--- src/rtl/prog_rom_arbiter_if.sv ---
// Bus bundle between the program ROM arbiter, its two requesters (CPU fetch, debug reader)
// and the synchronous ROM read port.
interface prog_rom_arbiter_if #(
  parameter int ADDR_W = 10,
  parameter int DATA_W = 18
);
  logic              CPU_REQ;
  logic [ADDR_W-1:0] CPU_ADDR;
  logic              CPU_GNT;
  logic              CPU_IR_VALID;
  logic [DATA_W-1:0] CPU_IR;
  logic              DBG_REQ;
  logic [ADDR_W-1:0] DBG_ADDR;
  logic              DBG_GNT;
  logic              DBG_VALID;
  logic [DATA_W-1:0] DBG_DATA;
  logic [ADDR_W-1:0] ROM_ADDR;
  logic [DATA_W-1:0] ROM_DATA;

  // arbiter side
  modport slave (
    input  CPU_REQ, CPU_ADDR, DBG_REQ, DBG_ADDR, ROM_DATA,
    output CPU_GNT, CPU_IR_VALID, CPU_IR, DBG_GNT, DBG_VALID, DBG_DATA, ROM_ADDR
  );

  // requesters + ROM side
  modport master (
    output CPU_REQ, CPU_ADDR, DBG_REQ, DBG_ADDR, ROM_DATA,
    input  CPU_GNT, CPU_IR_VALID, CPU_IR, DBG_GNT, DBG_VALID, DBG_DATA, ROM_ADDR
  );
endinterface

--- src/rtl/prog_rom_arbiter.sv ---
// Shares the 1-cycle-latency program ROM port between CPU fetch (fixed priority) and a debug
// reader, with a starvation counter that forces one debug slot after DBG_MAX_WAIT blocked cycles.
module prog_rom_arbiter #(
  parameter int ADDR_W       = 10,
  parameter int DATA_W       = 18,
  parameter int DBG_MAX_WAIT = 8
) (
  input  logic              PROG_CLK,
  input  logic              PROG_RST_N,
  prog_rom_arbiter_if.slave bus
);
  // width kept >= 1 so DBG_MAX_WAIT=0 still elaborates a legal counter
  localparam int CW = (DBG_MAX_WAIT > 0) ? $clog2(DBG_MAX_WAIT + 1) : 1;
  localparam logic [CW-1:0] MAX_C = CW'(DBG_MAX_WAIT);

  typedef enum logic [1:0] {IDLE, CPU_RD, DBG_RD} own_e;

  own_e              state_q, state_d;
  logic [CW-1:0]     wait_cnt_q, wait_cnt_d;
  logic [DATA_W-1:0] cpu_hold_q, cpu_hold_d;
  logic [DATA_W-1:0] dbg_hold_q, dbg_hold_d;
  logic              boost, cpu_gnt, dbg_gnt, cpu_vld, dbg_vld;

  always_comb begin
    boost   = (DBG_MAX_WAIT != 0) && (wait_cnt_q == MAX_C);
    cpu_gnt = 1'b0;
    dbg_gnt = 1'b0;
    if (PROG_RST_N) begin
      if (boost) begin
        dbg_gnt = bus.DBG_REQ;
        cpu_gnt = bus.CPU_REQ & ~bus.DBG_REQ;
      end else begin
        cpu_gnt = bus.CPU_REQ;
        dbg_gnt = bus.DBG_REQ & ~bus.CPU_REQ;
      end
    end
  end

  assign bus.CPU_GNT  = cpu_gnt;
  assign bus.DBG_GNT  = dbg_gnt;
  assign bus.ROM_ADDR = dbg_gnt ? bus.DBG_ADDR : bus.CPU_ADDR;

  // owner FSM: tag of the read whose word arrives on ROM_DATA next cycle
  always_ff @(posedge PROG_CLK) begin
    if (!PROG_RST_N) state_q <= IDLE;
    else             state_q <= state_d;
  end

  always_comb begin
    state_d = IDLE;
    if (cpu_gnt)      state_d = CPU_RD;
    else if (dbg_gnt) state_d = DBG_RD;
  end

  always_comb begin
    cpu_vld = PROG_RST_N && (state_q == CPU_RD);
    dbg_vld = PROG_RST_N && (state_q == DBG_RD);
  end

  always_comb begin
    wait_cnt_d = '0;
    if (bus.DBG_REQ && !dbg_gnt)
      wait_cnt_d = (wait_cnt_q == MAX_C) ? wait_cnt_q : wait_cnt_q + 1'b1;
    cpu_hold_d = cpu_vld ? bus.ROM_DATA : cpu_hold_q;
    dbg_hold_d = dbg_vld ? bus.ROM_DATA : dbg_hold_q;
  end

  always_ff @(posedge PROG_CLK) begin
    if (!PROG_RST_N) begin
      wait_cnt_q <= '0;
      cpu_hold_q <= '0;
      dbg_hold_q <= '0;
    end else begin
      wait_cnt_q <= wait_cnt_d;
      cpu_hold_q <= cpu_hold_d;
      dbg_hold_q <= dbg_hold_d;
    end
  end

  assign bus.CPU_IR_VALID = cpu_vld;
  assign bus.DBG_VALID    = dbg_vld;
  assign bus.CPU_IR       = !PROG_RST_N ? '0 : (cpu_vld ? bus.ROM_DATA : cpu_hold_q);
  assign bus.DBG_DATA     = !PROG_RST_N ? '0 : (dbg_vld ? bus.ROM_DATA : dbg_hold_q);
endmodule
--- src/flat_wrapper.sv ---
// flat-port wrapper written by rule: the top's interface ports become plain ports
module prog_rom_arbiter_flat 
#(
  parameter int ADDR_W       = 10,
  parameter int DATA_W       = 18,
  parameter int DBG_MAX_WAIT = 8
)
  (PROG_CLK, PROG_RST_N, bus_CPU_REQ, bus_CPU_ADDR, bus_DBG_REQ, bus_DBG_ADDR, bus_ROM_DATA, bus_CPU_GNT, bus_CPU_IR_VALID, bus_CPU_IR, bus_DBG_GNT, bus_DBG_VALID, bus_DBG_DATA, bus_ROM_ADDR);
  prog_rom_arbiter_if #(.ADDR_W(ADDR_W), .DATA_W(DATA_W)) bus_i ();
  input  logic PROG_CLK;
  input  logic PROG_RST_N;
  input wire logic [$bits(bus_i.CPU_REQ)-1:0] bus_CPU_REQ;
  input wire logic [$bits(bus_i.CPU_ADDR)-1:0] bus_CPU_ADDR;
  input wire logic [$bits(bus_i.DBG_REQ)-1:0] bus_DBG_REQ;
  input wire logic [$bits(bus_i.DBG_ADDR)-1:0] bus_DBG_ADDR;
  input wire logic [$bits(bus_i.ROM_DATA)-1:0] bus_ROM_DATA;
  output wire logic [$bits(bus_i.CPU_GNT)-1:0] bus_CPU_GNT;
  output wire logic [$bits(bus_i.CPU_IR_VALID)-1:0] bus_CPU_IR_VALID;
  output wire logic [$bits(bus_i.CPU_IR)-1:0] bus_CPU_IR;
  output wire logic [$bits(bus_i.DBG_GNT)-1:0] bus_DBG_GNT;
  output wire logic [$bits(bus_i.DBG_VALID)-1:0] bus_DBG_VALID;
  output wire logic [$bits(bus_i.DBG_DATA)-1:0] bus_DBG_DATA;
  output wire logic [$bits(bus_i.ROM_ADDR)-1:0] bus_ROM_ADDR;
  assign bus_i.CPU_REQ = bus_CPU_REQ;
  assign bus_i.CPU_ADDR = bus_CPU_ADDR;
  assign bus_i.DBG_REQ = bus_DBG_REQ;
  assign bus_i.DBG_ADDR = bus_DBG_ADDR;
  assign bus_i.ROM_DATA = bus_ROM_DATA;
  assign bus_CPU_GNT = bus_i.CPU_GNT;
  assign bus_CPU_IR_VALID = bus_i.CPU_IR_VALID;
  assign bus_CPU_IR = bus_i.CPU_IR;
  assign bus_DBG_GNT = bus_i.DBG_GNT;
  assign bus_DBG_VALID = bus_i.DBG_VALID;
  assign bus_DBG_DATA = bus_i.DBG_DATA;
  assign bus_ROM_ADDR = bus_i.ROM_ADDR;
  prog_rom_arbiter #(.ADDR_W(ADDR_W), .DATA_W(DATA_W), .DBG_MAX_WAIT(DBG_MAX_WAIT)) u_core (.PROG_CLK(PROG_CLK), .PROG_RST_N(PROG_RST_N), .bus(bus_i));
endmodule
--- config.mk ---
export PLATFORM = sky130hd
export DESIGN_NAME = prog_rom_arbiter_flat
export DESIGN_NICKNAME = d
export VERILOG_FILES = /design/src/rtl/prog_rom_arbiter_if.sv /design/src/rtl/prog_rom_arbiter.sv /design/src/flat_wrapper.sv
export SDC_FILE = /design/constraint.sdc
export NUM_CORES = 1
export LEC_CHECK = 0
export CAP_MARGIN = 20
export CORE_UTILIZATION = 25
export CTS_BUF_LIST = sky130_fd_sc_hd__clkbuf_16
export DETAILED_ROUTE_END_ITERATION = 12
export DONT_BUFFER_PORTS = 1
export GPL_ROUTABILITY_DRIVEN = 0
export PLACE_DENSITY = 0.46
export SYNTH_ARGS = -nofsm -noshare
export SYNTH_HDL_FRONTEND = slang
export SYNTH_SLANG_ARGS = --single-unit
--- constraint.sdc ---
create_clock -name PROG_CLK -period 2.1 [get_ports PROG_CLK]
set_input_delay 0.42 -clock PROG_CLK [delete_from_list [all_inputs] [get_ports PROG_CLK]]
set_output_delay 0.42 -clock PROG_CLK [all_outputs]
set_load 0.02 [all_outputs]
==> key figures <==
Setup path
  • CP Class: flop to output pin
  • Crit. End Element: output pin
  • CP Max Fanout: 32
  • Crit path max-delay cell type: o21ai_0
  • CP Buf/Inv Count: 0
  • CP required: 1680 ps
  • Critical Path, Cell by Cell: nand3b_4 -> o21ai_0
  • Startpoint Class: flop
  • CP top delay family: compound AO/OA/AOI/OAI gates
  • Critical path arrival: 1730 ps
  • Critical path's largest stage delay: 740 ps

Timing
  • Max-slew violations: 0
  • Worst-margin pin slew: 781 ps
  • Slew HR: 47.4%
  • Final worst slack: -51.4 ps
  • RSZ-0062 raised after global routing: true
  • Tcrit/Tclk final: 102%
  • Fmax: between 400 and 500 MHz
  • Final setup viols: 8
  • Max Clock Skew: ~5.5 ps
  • Final count of hold timing violations: 0
  • Setup tns final: -187 ps
  • Post-layout min period: between 2000 and 2500 ps
  • Worst hold slack: approximately 230 ps

CTS
  • H-tree depth: 2
  • CTS tree: built
  • Worst skew pair latency: 280 ps
  • Root buffer cell: clkbuf_16
  • Num CTS Buffers: 5
  • Worst-path clk slew: ~60 ps
  • Clock Path Buffers: 2
  • Num Clock Sinks: 42
  • CTS Hold Bufs: 0

Route
  • Residual DRC: 18
  • Drt initial violations: 69
  • DR WL/cell: between 10 and 15 um
  • Routed Antenna Nets: 0
  • Vias/cell: 4.67
  • Via count: 1229
  • Post-Route WL: 3400 um
  • Drt pass-1 iters: 8

Power and ir drop
  • Internal power: 1450 uW
  • Clock power share: 46.4%
  • Net Sw Frac: 23.5%
  • Net switching power: 445 uW
  • Peak supply drop: between 0.4 and 0.5 mV
  • Power share of the sequential group: 44.2%
  • Combinational share of power: 9.4%
  • PwrDens: 927 nW/um2
  • Leak: approximately 0.00089 uW

Logic synthesis
  • EDFF count, synth: 0
  • Synthesized instance count: 178
  • Synth Flop Type: dfxtp_1
  • Synth Warn #: 0
  • Largest cells by area after synthesis: dfxtp_1 50%, nand3_1 11%, o21ai_0 8.9%
  • Share of the synthesized area in the top cell type: between 40 and 50%
  • Synth Register Bits: 42
  • Synth cell types: 21
  • Main combinational cell family by area after synthesis: simple AND/OR/NAND/NOR gates
  • Sequential fraction of the synthesis area: 49.9%
  • Simple-gate share of the synthesized area: between 15 and 20%
  • Async set-or-reset flop fraction in the synthesized netlist: 0%
  • Cell taking the most area after synthesis: dfxtp_1
  • Synth Area in Adders: 1.48%
  • Avg Inst Size Synth: 9.48 um2
  • Synthesized area: 1690 um2
  • Post-Synthesis Net Count: 222
  • Post-synthesis xor/xnor area fraction: under 10%
  • Synth Area in Compound Gates: 13.1%
  • Post-synthesis mux area share: 8.68%

Global route
  • Number of global-route vias before repair: 1192
  • Largest net degree at the start of global routing: 43
  • Initial antenna violation count: 0
  • GRT Util Overall: 9.73%
  • First-pass GRT wire length: 5430 um
  • GRT Residual Overflow: 0

Hold path
  • Worst hold path class: primary input to flop

Place
  • IO buf count: 0
  • Hpwl dp: 2310 um
  • Inst Count DP: 251
  • Setup WS pre-CTS: 199 ps
  • Placement Cell Area: between 1500 and 2000 um2

Floorplan
  • I/O pin total: 92
  • Core Area: 6420 um2
  • Cell Rows: 29
  • Die H: 84.1 um
  • Total die area: between 7000 and 8000 um2
  • Die width: around 84 um
  • Initial Utilization: 26.3%

Final layout
  • Share of layout cells above drive strength 1: 25.8%
  • Fin area: 2040 um2
  • Diodes inserted: 0
  • Seq. cell area: roughly 840 um2
  • Nets: 229
  • Area Overhead vs Synth: 21.2%
  • Footprint of the multi-input gates: roughly 730 um2
  • Non-Filler Instances: approximately 260
  • Fillers: 669

Job
  • Max cap viols: 0

Status
  • Outcome: complete, but fails checks
  • Failing checks: design-rule violations, negative setup slack
worst reg2reg max path, stage by stage (launching register included):
cell	delay (ps)
dfxtp_1	330
nand3b_4	370
o21ai_0	750
power by group through the flow:
stage	Sequential (uW)	Combinational (uW)	Clock, uW
floorplan	854	155	0
global placement	856	165	0
detailed placement	856	164	0
CTS	838	180	908
global route	841	192	937
finish	838	177	880
cells by family after synthesis:
| logic type | count (synthesis) |
|---|---|
| buf+inv | 36 |
| compound gates | 40 |
| mux | 10 |
| xor+xnor | 2 |
| flops | 42 |
| fa+ha+maj | 2 |
| simple gates | 46 |
state kept, by name, indices dropped and copies added, names as in the netlist:
signal	cells
u_core.state_q	2
u_core.dbg_hold_q	18
u_core.cpu_hold_q	18
u_core.wait_cnt_q	4
cells in the final DEF, fill, tap and decap left out, drive strengths merged, types with 2 or more instances in the layout:
master | Yosys | routed
a21oi | 2 | 2
buf | 7 | 12
clkbuf | 5 | 5
dfxtp | 42 | 42
ha | 2 | 2
inv | 24 | 25
mux2 | 10 | 10
nand3 | 37 | 37
nand3b | 3 | 3
nor2 | 4 | 4
o211a | 2 | 2
o21ai | 36 | 36
per-stage QoR:
step	power [uW]	util [%]
final	1900	31.8
after global routing	1970	31.8
after detailed placement	1020	27.7
after global placement	1020	27.7
after floorplan	1010	-
after CTS	1930	31.9
what timing repair did:
action,CTS,global route
setup endpoints to repair,38,24
setup buffers,4,0
pin swaps,0,2
gates resized for setup,26,9
cloned,1,0
path summary, 6_finish.rpt:
check | startpoint | to | slack, ps | cells after the start
max | u_core.state_q[1]$_SDFF_PP0_ | bus_CPU_IR[16] | -50 | 2
min | bus_CPU_REQ | u_core.state_q[1]$_SDFF_PP0_ | 230 | 1
max reg2reg | u_core.state_q[1]$_SDFF_PP0_ | u_core.cpu_hold_q[16]$_DFF_P_ | 470 | 2
min reg2reg | u_core.dbg_hold_q[17]$_DFF_P_ | u_core.dbg_hold_q[17]$_DFF_P_ | 490 | 2
synthesized netlist by cell type (2+ instances only):
library cell,number
dfxtp_1,42
nand3_1,37
o21ai_0,30
inv_1,24
mux2_4,9
o21ai_1,6
buf_2,5
clkbuf_1,5
nor2_1,4
nand3b_4,3
ha_1,2
o211a_1,2
area by class of cell:
class	count	area share, %
tap	77	4.71
clock inverter	3	2.14
sequential	42	41.2
clock buffer	5	6.12
multi-input combinational	100	35.7
inverter	24	4.41
timing repair buffer	12	5.63
per-layer routing:
metal | vias up | routed length (um) | track usage, %
met5 | - | 0 | 0
met4 | 0 | 29 | 3.76
met3 | 4 | 422 | 4.82
met2 | 73 | 1540 | 17.0
met1 | 540 | 1410 | 10.0
li1 | 612 | - | -
No activity file was read; power rests on OpenSTA's default activity.
